[src/rtl/quad_step_decoder.sv]
// quad_step_decoder
//   Quadrature encoder front end: synchronizes and debounces the raw A/B
//   channels, then decodes the filtered Gray-code pair into a direction bit
//   and count pulses for a downstream up/down counter.
//
//   Parameters
//     FILTER_LEN  consecutive stable cycles (2..15) a synchronized channel
//                 must differ from its filtered value before it is accepted
//
//   Ports
//     clk      in   sole clock, rising edge
//     reset    in   synchronous, active-high
//     a_in     in   raw encoder channel A (asynchronous)
//     b_in     in   raw encoder channel B (asynchronous)
//     err_clr  in   clears err (a coincident illegal transition wins)
//     up       out  direction of the last legal transition, 1 = up
//     step     out  one-cycle pulse per accepted count event
//     err      out  sticky flag for a double-bit (illegal) transition
//     ready    out  high once the initial encoder position is captured
//
//   Build option
//     QUAD_STEP_X4_EN  defined: step on every legal transition (x4 decode)
//                      undefined: step only on a legal transition into AB=00
module quad_step_decoder #(
  parameter int unsigned FILTER_LEN = 4
) (
  input  logic clk,
  input  logic reset,
  input  logic a_in,
  input  logic b_in,
  input  logic err_clr,
  output logic up,
  output logic step,
  output logic err,
  output logic ready
);

  localparam logic [3:0] FCNT_LAST = 4'(FILTER_LEN - 1);
  localparam logic [4:0] INIT_LAST = 5'(FILTER_LEN + 1);
`ifdef QUAD_STEP_X4_EN
  localparam logic X4 = 1'b1;
`else
  localparam logic X4 = 1'b0;
`endif

  typedef enum logic {INIT, TRACK} state_t;

  state_t     state, state_n;
  logic [1:0] sync1, sync2;   // bit 1 = A, bit 0 = B
  logic [1:0] filt;
  logic [1:0] ab_q;           // filtered pair, registered once more
  logic [1:0] pos;            // current accepted position
  logic [1:0] pos_n;
  logic [4:0] init_cnt, init_cnt_n;
  logic       up_n, step_n, err_n, ready_n;
  logic       init_load;
  logic [1:0] diff;
  logic       fwd, emit;

  // Gray position 00,01,11,10 -> 0,1,2,3
  function automatic logic [1:0] gray2bin(input logic [1:0] g);
    return {g[1], g[1] ^ g[0]};
  endfunction

  // Per-channel glitch filter: the counter tracks how many consecutive
  // edges the synchronized bit has disagreed with the filtered bit.
  for (genvar ch = 0; ch < 2; ch++) begin : g_filt
    logic [3:0] fcnt;

    always_ff @(posedge clk) begin
      if (reset) begin
        filt[ch] <= 1'b0;
        fcnt     <= '0;
      end else if (init_load) begin
        filt[ch] <= sync2[ch];
        fcnt     <= '0;
      end else if (sync2[ch] != filt[ch]) begin
        if (fcnt == FCNT_LAST) begin
          filt[ch] <= sync2[ch];
          fcnt     <= '0;
        end else begin
          fcnt <= fcnt + 4'd1;
        end
      end else begin
        fcnt <= '0;
      end
    end
  end

  always_ff @(posedge clk) begin
    if (reset) begin
      sync1    <= '0;
      sync2    <= '0;
      ab_q     <= '0;
      state    <= INIT;
      init_cnt <= '0;
      pos      <= '0;
      up       <= 1'b1;
      step     <= 1'b0;
      err      <= 1'b0;
      ready    <= 1'b0;
    end else begin
      sync1    <= {a_in, b_in};
      sync2    <= sync1;
      ab_q     <= init_load ? sync2 : filt;
      state    <= state_n;
      init_cnt <= init_cnt_n;
      pos      <= pos_n;
      up       <= up_n;
      step     <= step_n;
      err      <= err_n;
      ready    <= ready_n;
    end
  end

  always_comb begin
    state_n    = state;
    init_cnt_n = init_cnt;
    pos_n      = pos;
    up_n       = up;
    step_n     = 1'b0;
    err_n      = err & ~err_clr;
    ready_n    = ready;
    init_load  = 1'b0;
    diff       = ab_q ^ pos;
    fwd        = (gray2bin(ab_q) == gray2bin(pos) + 2'd1);
    emit       = X4 | (ab_q == 2'b00);

    case (state)
      INIT: begin
        if (init_cnt == INIT_LAST) begin
          state_n    = TRACK;
          init_load  = 1'b1;
          pos_n      = sync2;
          ready_n    = 1'b1;
          init_cnt_n = '0;
        end else begin
          init_cnt_n = init_cnt + 5'd1;
        end
      end

      TRACK: begin
        if (diff == 2'b11) begin
          err_n = 1'b1;
          pos_n = ab_q;
        end else if (diff != 2'b00) begin
          // A counting transition right after a pulse is held off one
          // cycle (pos not advanced) so step never stays high twice.
          if (!(emit && step)) begin
            pos_n  = ab_q;
            up_n   = fwd;
            step_n = emit;
          end
        end
      end

      default: state_n = INIT;
    endcase
  end

endmodule

[config.mk]
export PLATFORM = sky130hd
export DESIGN_NAME = quad_step_decoder
export DESIGN_NICKNAME = d
export VERILOG_FILES = /design/src/rtl/quad_step_decoder.sv
export SDC_FILE = /design/constraint.sdc
export NUM_CORES = 1
export LEC_CHECK = 0
export ABC_AREA = 1
export BUFFER_PORTS_ARGS = -buffer_cell sky130_fd_sc_hd__buf_2
export CORE_MARGIN = 2
export CORE_UTILIZATION = 50
export CTS_CLUSTER_SIZE = 12
export DETAILED_ROUTE_END_ITERATION = 8
export PLACE_DENSITY = 0.82
export SYNTH_ARGS = -nofsm -noshare
export SYNTH_HDL_FRONTEND = slang
export SYNTH_SLANG_ARGS = --single-unit
[constraint.sdc]
create_clock -name clk -period 1.2 [get_ports clk]
set_clock_uncertainty 0.05 [all_clocks]
set_input_delay 0.18 -clock clk [delete_from_list [all_inputs] [get_ports clk]]
set_output_delay 0.18 -clock clk [all_outputs]
set_load 0.01 [all_outputs]
==> results of run 1 <==
## worst register-to-register path, stage by stage, from the launching register on
cell and delay [ns]:
dfxtp_2 0.36, inv_2 0.08, ha_4 0.14, nand2_2 0.05
inv_2 0.07, nand4_1 0.19, nand2_1 0.15, inv_2 0.07
o21ai_2 0.10, a21oi_1 0.04
## sequential cells by signal, summed over array words and instances, names as in the netlist
name and cells:
ab_q 2, err 1, filt 2, g_filt.fcnt 8, init_cnt 5, pos 2
ready 1, state 1, step 1, sync1 2, sync2 2, up 1
## metrics by stage
step	setup WS, ns	hold WS (ns)	utilization
after floorplan	-0.0121	0.237	-
after global placement	-0.0436	0.327	0.605
after detailed placement	-0.129	0.338	0.605
after CTS	-0.127	0.0226	0.667
after global routing	-0.251	0.0709	0.716
final	-0.188	0.0299	0.716
## cells by family after synthesis
family | after synthesis | synth area share
simple gates | 73 | 0.271
compound gates | 17 | 0.0871
buf+inv | 32 | 0.0998
fa+ha+maj | 5 | 0.0489
flops | 28 | 0.438
xor+xnor | 8 | 0.0548
## area by class of cell
class / instances / area share
inverter: 30 / 0.0641
timing repair buffer: 31 / 0.135
clock inverter: 1 / 0.0171
clock buffer: 3 / 0.0128
sequential: 28 / 0.326
tap: 30 / 0.0214
multi-input combinational: 103 / 0.424
## synthesized netlist by cell type (all sizes together)
cell     n  area [um2]
nor2    19        78.8
xor2     8        70.1
or2      4        25.0
o32ai    2        17.5
dfxtp   28         561
nand4    4        25.0
o21a     3        22.5
clkinv   1        3.75
nand2   34         135
a211oi   1        7.51
clkbuf   1        3.75
o21ai    3        15.0
buf      1        11.3
o22ai    1        6.26
a21oi    7        42.5
ha       5        62.6
inv     29         109
nand3   12        82.6
## power by group
part           switching [uW]  total [uW]  internal [uW]
combinational             152         287            135
clock                     295         633            338
sequential               29.5         993            964
total                     476        1910           1440
## routing by layer
metal,share of wire,global-route usage,vias to the layer above
li1,-,-,576
met1,0.42,0.239,541
met2,0.52,0.408,31
met3,0.034,0.0355,9
met4,0.026,0.0750,0
met5,0,0,-
## worst min-delay path by stage
| stage | from | to |
|---|---|---|
| final | err_clr | err |
| after global routing | err_clr | err |
| after CTS | err_clr | err |
| after detailed placement | b_in | sync1[0] |
| after global placement | b_in | sync1[0] |
| after floorplan | b_in | sync1[0] |
## repair_timing
item,4_1_cts,5_1_grt
endpoints found under the hold margin,2,0
setup buffers,2,6
pin swaps,5,22
gates resized for setup,12,26
endpoints found under the setup margin,19,23
hold buffers,2,0
==> results.txt, run 1 <==
Placeable Area: 2450 um2
fin cells: 226
Reg2Reg Launch Point: init_cnt[1]
# IOs: 9
Die W: 54.6 um
total CTS buffers: 3
HP Class: in -> reg
initial antenna violation count: 0
maximum vdd ir drop: 1000 uV
CP Depth: 9
DRT Wirelength: 2970 um
I/O Buffers: 8
Final nets: 207
sum of buffers and inverters on the critical path: 3
# rows: 18
vias in the first global route: 1053
startpoint types: flop
routed via count: 1157
number of antenna diodes: 0
synth unique cells: 25
worst setup margin: -0.188 ns
RePlAce Congestion: 0.799
Die ar.: 2980 um2
outcome: finished with violations
final instance area: 1760 um2
Top delay family on crit path: simple AND/OR/NAND/NOR gates
CP Max Fanout: 4
CP cell instances: inv_2, ha_4, nand2_2, inv_2, nand4_1, nand2_1, inv_2, o21ai_2, a21oi_1
Setup violations, final: 21
Synthesis Warnings: 0
most used cell, CP: inv_2
final hold violation count: 0
Hold Path Cell Cnt: 4
failing checks: negative setup slack
crit share post-route: 1.16
Slew Limit Headroom: 0.820
hpwl dp: 1880 um
Syn Nets: 173
Crit Path Category: reg -> reg
synthesized area per cell: 7.84 um2
CTS Buffer Depth: 2
fmax: 721 MHz
worst flop-to-flop path endpoint: filt[0]
Least-Margin Pin Slew: 0.271 ns
H-tree levels: 1
Total Power: 1910 uW
Slowest cell on crit path: dfxtp_2
Worst Setup SP: init_cnt[1]
fin crit period: 1.39 ns
Vias/cell: 5.12
max-slew violations: 0
CTS root buf: clkbuf_4
Placed Area: 1490 um2
Setup crit end kind: flop
GRT Total Usage: 0.215
end point of the critical path: filt[0]
DR WL/cell: 13.1 um
Die Height: 54.6 um
synthesized area: 1280 um2
Reg area: 573 um2
RSZ-0062 raised after global routing: yes
commonest non-fill, non-tap cells in the layout: nand2_1 (28), inv_1 (19), dfxtp_1 (18)
Pre-Repair DR Iteration Count: 4
fillcell total: 184
Worst Reg-to-Reg Cells: 9
Static Leak: 0.000753 uW
count of max-cap constraint violations: 0
register area share after synthesis: 0.438
placed cells: 213
Arr. time, crit path: 1.59 ns
Syn-to-layout area delta: 37.5%
Power Dens Cells: 1090 nW/um2
Reg clk slew, reported paths: 0.16 ns
Gate Count Post-Synth: 163
largest net degree at the start of global routing: 17
First DRT Iteration DRCs: 37
most common cell after layout, fill and taps aside: nand2_1
required time of the critical path: 1.40 ns
antenna viol nets, final: 0
slowest cell delay on critical path: 0.36 ns
Synth Register Bits: 28
gr ovfl total: 0
setup TNS: -2.88 ns
CTS tree: done
Initial Util: 0.521
share of cells above drive strength 1: 0.459
Multi-input gate area: 746 um2
flop-to-flop setup slack: -0.19 ns
DRC: 0
Sink Count: 28
Worst-Skew Late Latency: 0.34 ns
first-pass GRT wire length: 4430 um
No activity file was read; power rests on OpenSTA's default activity.
==> run 2, diff against run 1 <==
==> constraint.sdc (replaced) <==
create_clock -name clk -period 1.15 [get_ports clk]
set_clock_uncertainty 0.05 [all_clocks]
set_input_delay 0.1725 -clock clk [delete_from_list [all_inputs] [get_ports clk]]
set_output_delay 0.1725 -clock clk [all_outputs]
set_load 0.05 [all_outputs]
==> run 2 against run 1 <==
  * The run still ends with negative setup slack left
  * Worst setup slack worse by 0.049 ns
  * Cell count increased by 2.2%
  * Clock-buffer cell count increased by 1
  * Cell area is 3.6% higher
  * Power fell by 4.3%
  * First-iteration DRC count decreased by 46%
  * Wire length rose by 5.6%
  * Fmax rose by 0.10%
  * Highest routed layer unchanged
==> results.txt, run 2 (synthesized netlist as in run 1, its figures left out) <==
Power Dens Cells: 1000 nW/um2 (was 1090 nW/um2)
sw power: 473 uW (was 476 uW)
initial antenna violation count: 0 (unchanged)
I/O Buffers: 8 (unchanged)
fin cells: 231 (was 226)
placed cells: 215 (was 213)
register name with the most flops: g_filt.fcnt (unchanged)
startpoint types: flop (unchanged)
failing checks: negative setup slack (unchanged)
Syn-to-layout area delta: 42.5% (was 37.5%)
commonest non-fill, non-tap cells in the layout: nand2_1 (25), buf_4 (22), inv_1 (18) (was nand2_1 (28), inv_1 (19), dfxtp_1 (18))
largest registers: g_filt.fcnt: 8 flops, init_cnt: 5 flops (unchanged)
worst setup margin: -0.236 ns (was -0.188 ns)
share of cells above drive strength 1: 0.488 (was 0.459)
Min-Delay Startpoint: err_clr (unchanged)
hpwl dp: 1970 um (was 1880 um)
largest net degree at the start of global routing: 16 (was 17)
crit share post-route: 1.21 (was 1.16)
Static Leak: 0.000799 uW (was 0.000753 uW)
First DRT Iteration DRCs: 20 (was 37)
DRT Wirelength: 3130 um (was 2970 um)
number of antenna diodes: 0 (unchanged)
Die Height: 54.6 um (unchanged)
Initial Util: 0.521 (unchanged)
Least-Margin Pin Slew: 0.267 ns (was 0.271 ns)
most common cell after layout, fill and taps aside: nand2_1 (unchanged)
Pre-Repair DR Iteration Count: 6 (was 4)
Reg2Reg Launch Point: init_cnt[1] (unchanged)
Final nets: 212 (was 207)
outcome: finished with violations (unchanged)
CTS Buffer Depth: 2 (unchanged)
CTS tree: done (unchanged)
# IOs: 9 (unchanged)
fillcell total: 180 (was 184)
H-tree levels: 1 (unchanged)
Reg clk slew, reported paths: 0.14 ns (was 0.16 ns)
CP Max Fanout: 4 (unchanged)
Arr. time, crit path: 1.58 ns (was 1.59 ns)
Largest register FFs: 8 (unchanged)
Die W: 54.6 um (unchanged)
total CTS buffers: 3 (unchanged)
DRC: 0 (unchanged)
fin crit period: 1.39 ns (about the same)
DR WL/cell: 13.6 um (was 13.1 um)
Clk pwr share: 0.259 (was 0.331)
first-pass GRT wire length: 4510 um (was 4430 um)
Gate power share: 0.178 (was 0.150)
gr ovfl total: 0 (unchanged)
Setup crit end kind: flop (unchanged)
final instance area: 1820 um2 (was 1760 um2)
antenna viol nets, final: 0 (unchanged)
vias in the first global route: 1109 (was 1053)
count of max-cap constraint violations: 0 (unchanged)
Sink Count: 28 (unchanged)
Setup violations, final: 22 (was 21)
Sw Ratio: 0.258 (was 0.249)
Vias/cell: 5.16 (was 5.12)
routed via count: 1193 (was 1157)
sequential share of power: 0.564 (was 0.519)
CTS root buf: clkbuf_4 (unchanged)
Worst Setup SP: init_cnt[1] (unchanged)
HP Class: in -> reg (unchanged)
maximum vdd ir drop: 1420 uV (was 1000 uV)
fmax: 721 MHz (about the same)
GRT Total Usage: 0.216 (was 0.215)
Placeable Area: 2450 um2 (unchanged)
required time of the critical path: 1.34 ns (was 1.40 ns)
Slew Limit Headroom: 0.821 (was 0.820)
Die ar.: 2980 um2 (unchanged)
Placed Area: 1530 um2 (was 1490 um2)
Internal: 1360 uW (was 1440 uW)
# rows: 18 (unchanged)
RSZ-0062 raised after global routing: yes (unchanged)
Crit Path Category: reg -> reg (unchanged)
Worst-Skew Late Latency: 0.33 ns (was 0.34 ns)
RePlAce Congestion: 0.766 (was 0.799)
final hold violation count: 0 (unchanged)
max-slew violations: 0 (unchanged)
run 2: cell count changes in the layout (fill, tap and decap cells not counted), sizes merged:
cell / before / now
bufinv: 1 / 0
clkbuf: 3 / 4
buf: 29 / 34
run 2: worst paths after layout:
| check | slack (ns) | to | cells after the start |
|---|---|---|---|
| setup / recovery | -0.24 | filt[0] | 9 |
| hold / removal | 0.02 | err | 4 |
| hold reg to reg | 0.36 | sync2[1] | 2 |
| setup reg to reg | -0.24 | filt[0] | 9 |
run 2: layout make-up:
type	instances	area (um2)	share of cell area
sequential	28	581	0.319
timing repair buffer	36	304	0.167
tap	30	37.5	0.0206
inverter	30	115	0.0632
clock buffer	4	36.3	0.0199
multi-input combinational	103	748	0.411
run 2: metrics by stage:
step | hold slack (ns) | util | power [uW] | setup slack, ns | setup TNS [ns]
6_report | 0.0215 | 0.742 | 1830 | -0.236 | -3.53
5_1_grt | 0.0413 | 0.742 | 1920 | -0.301 | -4.89
4_1_cts | 0.0351 | 0.678 | 1770 | -0.144 | -1.75
3_5_place_dp | 0.329 | 0.624 | 1270 | -0.186 | -1.47
3_3_place_gp | 0.322 | 0.624 | 1250 | -0.0739 | -0.757
2_1_floorplan | 0.229 | - | 1190 | -0.0491 | -0.209
run 2: per-layer routing:
metal / global-route usage / wire length (um) / vias up / part of all wire
met5: 0 / 0 / - / 0
met4: 0.0958 / 43 / 0 / 0.014
met3: 0.0355 / 66 / 6 / 0.021
met2: 0.402 / 1840 / 23 / 0.59
met1: 0.237 / 1180 / 580 / 0.38
li1: - / - / 584 / -
run 2: power by group through the flow:
| stage | combinational, uW | sequential, uW | clock [uW] |
|---|---|---|---|
| 5_1_grt | 355 | 1040 | 526 |
| 4_1_cts | 256 | 1030 | 480 |
| 3_3_place_gp | 204 | 1050 | 0 |
| 2_1_floorplan | 137 | 1060 | 0 |
| 3_5_place_dp | 219 | 1050 | 0 |
| 6_report | 326 | 1030 | 473 |
run 2: critical path: stages (launching register included):
cell and delay (ns):
dfxtp_2 0.35, inv_2 0.07, ha_4 0.13, nand2_2 0.05, inv_2 0.08, nand4_1 0.16
nand2_1 0.14, inv_2 0.07, o21ai_1 0.13, a21oi_1 0.06
run 2: timing repair:
item                                    CTS  global route
hold buffers                              2             0
resized for setup                        11            32
setup buffers                             4             6
pin swaps                                 6            17
endpoints found under the hold margin     2             0
endpoints found under the setup margin   26            25
==> run 3, diff against run 2 <==
--- a/config.mk
+++ b/config.mk
@@ -5,10 +5,11 @@
 export SDC_FILE = /design/constraint.sdc
 export NUM_CORES = 1
 export LEC_CHECK = 0
-export ABC_AREA = 1
+export ABC_AREA = 0
 export BUFFER_PORTS_ARGS = -buffer_cell sky130_fd_sc_hd__buf_2
 export CORE_MARGIN = 2
 export CORE_UTILIZATION = 50
+export CTS_BUF_LIST = sky130_fd_sc_hd__clkbuf_4 sky130_fd_sc_hd__clkbuf_8
 export CTS_CLUSTER_SIZE = 12
 export DETAILED_ROUTE_END_ITERATION = 8
 export PLACE_DENSITY = 0.82
==> run 3 against run 2 <==
  * The run still ends with negative setup slack left
  * Core utilization is 6.0 points higher
  * Largest cell class unchanged
  * Power is 9.0% higher
  * Hold slack better by 0.061 ns
  * Sequential power hardly changed
  * Wire length is 10% lower
  * Synthesized cell count is 21% lower
  * Die area is 5.6% lower
  * Register-to-register slack worse by 0.20 ns
  * Via count is 14% lower
==> results.txt, run 3 <==
Reg area: 583 um2 (was 581 um2)
Power Dens Cells: 1110 nW/um2 (was 1000 nW/um2)
register area share after synthesis: 0.467 (was 0.438)
worst flop-to-flop path endpoint: g_filt[0].fcnt[1] (was filt[0])
Gate Count Post-Synth: 129 (was 163)
final hold violation count: 0 (unchanged)
commonest non-fill, non-tap cells in the layout: buf_4 (22), nor2_1 (18), dfxtp_1 (18) (was nand2_1 (25), buf_4 (22), inv_1 (18))
# rows: 17 (was 18)
end point of the critical path: g_filt[0].fcnt[1] (was filt[0])
synthesized area per cell: 9.31 um2 (was 7.84 um2)
total CTS buffers: 3 (unchanged)
Total Power: 2000 uW (was 1830 uW)
placed cells: 183 (was 215)
most common cell after layout, fill and taps aside: buf_4 (was nand2_1)
Yosys top cell area share: 0.467 (was 0.438)
Arr. time, crit path: 1.82 ns (was 1.58 ns)
DR WL/cell: 14.3 um (was 13.6 um)
fin cells: 196 (was 231)
hold_ws: 0.0827 ns (was 0.0215 ns)
worst setup margin: -0.438 ns (was -0.236 ns)
Reg clk slew, reported paths: 0.15 ns (was 0.14 ns)
Worst-Skew Late Latency: 0.33 ns (about the same)
CP Max Fanout: 4 (unchanged)
Initial Util: 0.538 (was 0.521)
post-synth top area cell: dfxtp_1 (unchanged)
DR top layer: met4 (unchanged)
fmax: 630 MHz (was 721 MHz)
Worst Setup SP: init_cnt[1] (unchanged)
Static Leak: 0.000711 uW (was 0.000799 uW)
Die ar.: 2810 um2 (was 2980 um2)
maximum vdd ir drop: 897 uV (was 1420 uV)
count of max-cap constraint violations: 0 (unchanged)
number of antenna diodes: 0 (unchanged)
register name with the most flops: g_filt.fcnt (unchanged)
Die Height: 53.0 um (was 54.6 um)
vias in the first global route: 985 (was 1109)
Largest register FFs: 8 (unchanged)
DRC: 0 (unchanged)
CTS root buf: clkbuf_4 (unchanged)
routed via count: 1031 (was 1193)
Setup crit end kind: flop (unchanged)
count leader, synth: dfxtp_1 (was nand2_1)
top_reg_cell synth: dfxtp_1 (unchanged)
H-tree levels: 1 (unchanged)
gr ovfl total: 0 (unchanged)
Pre-Repair DR Iteration Count: 4 (was 6)
Multi-input gate area: 752 um2 (was 748 um2)
synthesized area: 1200 um2 (was 1280 um2)
Sink Count: 28 (unchanged)
Syn-to-layout area delta: 49.1% (was 42.5%)
# IOs: 9 (unchanged)
setup TNS: -6.29 ns (was -3.53 ns)
initial antenna violation count: 0 (unchanged)
Crit Path Category: reg -> reg (unchanged)
Least-Margin Pin Slew: 0.320 ns (was 0.267 ns)
RSZ-0062 raised after global routing: yes (unchanged)
EDFF count, synth: 0 (unchanged)
Setup violations, final: 24 (was 22)
Synthesis Warnings: 0 (unchanged)
met2 WL post-DR: 1500 um (was 1840 um)
Die W: 53.0 um (was 54.6 um)
largest registers: g_filt.fcnt: 8 flops, init_cnt: 5 flops (unchanged)
Async SR Flop Fraction: 0 (unchanged)
largest net degree at the start of global routing: 17 (was 16)
RePlAce Congestion: 0.824 (was 0.766)
most frequent cells after synthesis: dfxtp_1 (28), nor2_1 (21), a21oi_1 (9), inv_1 (9), xnor2_1 (7) (was nand2_1 (33), dfxtp_1 (28), inv_1 (22), nor2_1 (16), nand3_1 (9))
Reg2Reg Launch Point: init_cnt[1] (unchanged)
fillcell total: 131 (was 180)
CTS tree: done (unchanged)
synth unique cells: 27 (was 25)
Syn Nets: 139 (was 173)
antenna viol nets, final: 0 (unchanged)
First DRT Iteration DRCs: 17 (was 20)
required time of the critical path: 1.38 ns (was 1.34 ns)
CTS Buffer Depth: 2 (unchanged)
Worst Reg-to-Reg Cells: 6 (was 9)
startpoint types: flop (unchanged)
Slew Limit Headroom: 0.786 (was 0.821)
Vias/cell: 5.26 (was 5.16)
fin crit period: 1.59 ns (was 1.39 ns)
GRT Total Usage: 0.205 (was 0.216)
I/O Buffers: 8 (unchanged)
failing checks: negative setup slack (unchanged)
flop-to-flop setup slack: -0.44 ns (was -0.24 ns)
Synth Register Bits: 28 (unchanged)
Placeable Area: 2230 um2 (was 2450 um2)
Area contributors post-synth: dfxtp_1 (47%), nor2_1 (6.6%), ha_1 (5.2%) (was dfxtp_1 (44%), nand2_1 (9.7%), inv_1 (6.5%))
crit share post-route: 1.38 (was 1.21)
first-pass GRT wire length: 4130 um (was 4510 um)
hpwl dp: 1650 um (was 1970 um)
share of cells above drive strength 1: 0.488 (about the same)
met3 wire len: 74 um (was 66 um)
outcome: finished with violations (unchanged)
Final nets: 179 (was 212)
DRT Wirelength: 2810 um (was 3130 um)
met1 WL: 1210 um (was 1180 um)
max-slew violations: 0 (unchanged)
HP Class: in -> reg (unchanged)
[run 3: where the power goes]
group | internal [uW] | total (uW) | switching, uW
Combinational | 179 | 328 | 149
Clock | 353 | 645 | 292
Sequential | 996 | 1020 | 26.8
Total | 1530 | 2000 | 468
[run 3: worst max-delay path, stage by stage, from the launching register on]
cell and delay (ns):
dfxtp_2 0.37, inv_2 0.05, ha_4 0.15, nor3b_4 0.14, and2_4 0.14, or4_4 0.53
nor2_2 0.11
[run 3: cell type report]
class	count	share of cell area
timing repair buffer	39	0.184
inverter	9	0.0217
sequential	28	0.326
clock inverter	1	0.0168
tap	28	0.0196
clock buffer	3	0.0126
multi-input combinational	88	0.420
[run 3: metal layers]
metal  vias to the layer above  global-route usage
met3                         2              0.0282
li1                        511                   -
met5                         -                   0
met2                        17               0.396
met4                         0              0.0812
met1                       501               0.221
[run 3: logic make-up after synthesis]
family | count (synthesis) | synth area share
xor gates and xnor gates | 12 | 0.0875
adders and majority gates | 5 | 0.0521
buffers and inverters | 13 | 0.0469
and+or+nand+nor | 48 | 0.223
DFF | 28 | 0.467
muxes | 2 | 0.0167
AOI/OAI and AO/OA | 21 | 0.107
[run 3: through the flow]
stage               utilization  setup WS [ns]  cell area [um2]
CTS                       0.748         -0.422             1670
finish                    0.802         -0.438             1790
detailed placement        0.659         -0.400             1470
global placement          0.659         -0.375             1470
floorplan                     -         -0.513             1250
global route              0.802         -0.473             1790
[run 3: how the worst min path moves through the flow]
stage,from,end,cells past startpoint
floorplan,b_in,sync1[0],1
global placement,b_in,sync1[0],2
detailed placement,b_in,sync1[0],2
CTS,err_clr,err,4
global route,reset,init_cnt[2],3
finish,err_clr,err,4
[run 3: repair_timing]
action / 4_1_cts / 5_1_grt
gates cloned: 0 / 0
hold buffers: 2 / 0
gates resized for setup: 26 / 27
endpoints found under the hold margin: 2 / 0
setup buffers: 4 / 5
pin swaps: 10 / 15
endpoints found under the setup margin: 28 / 27
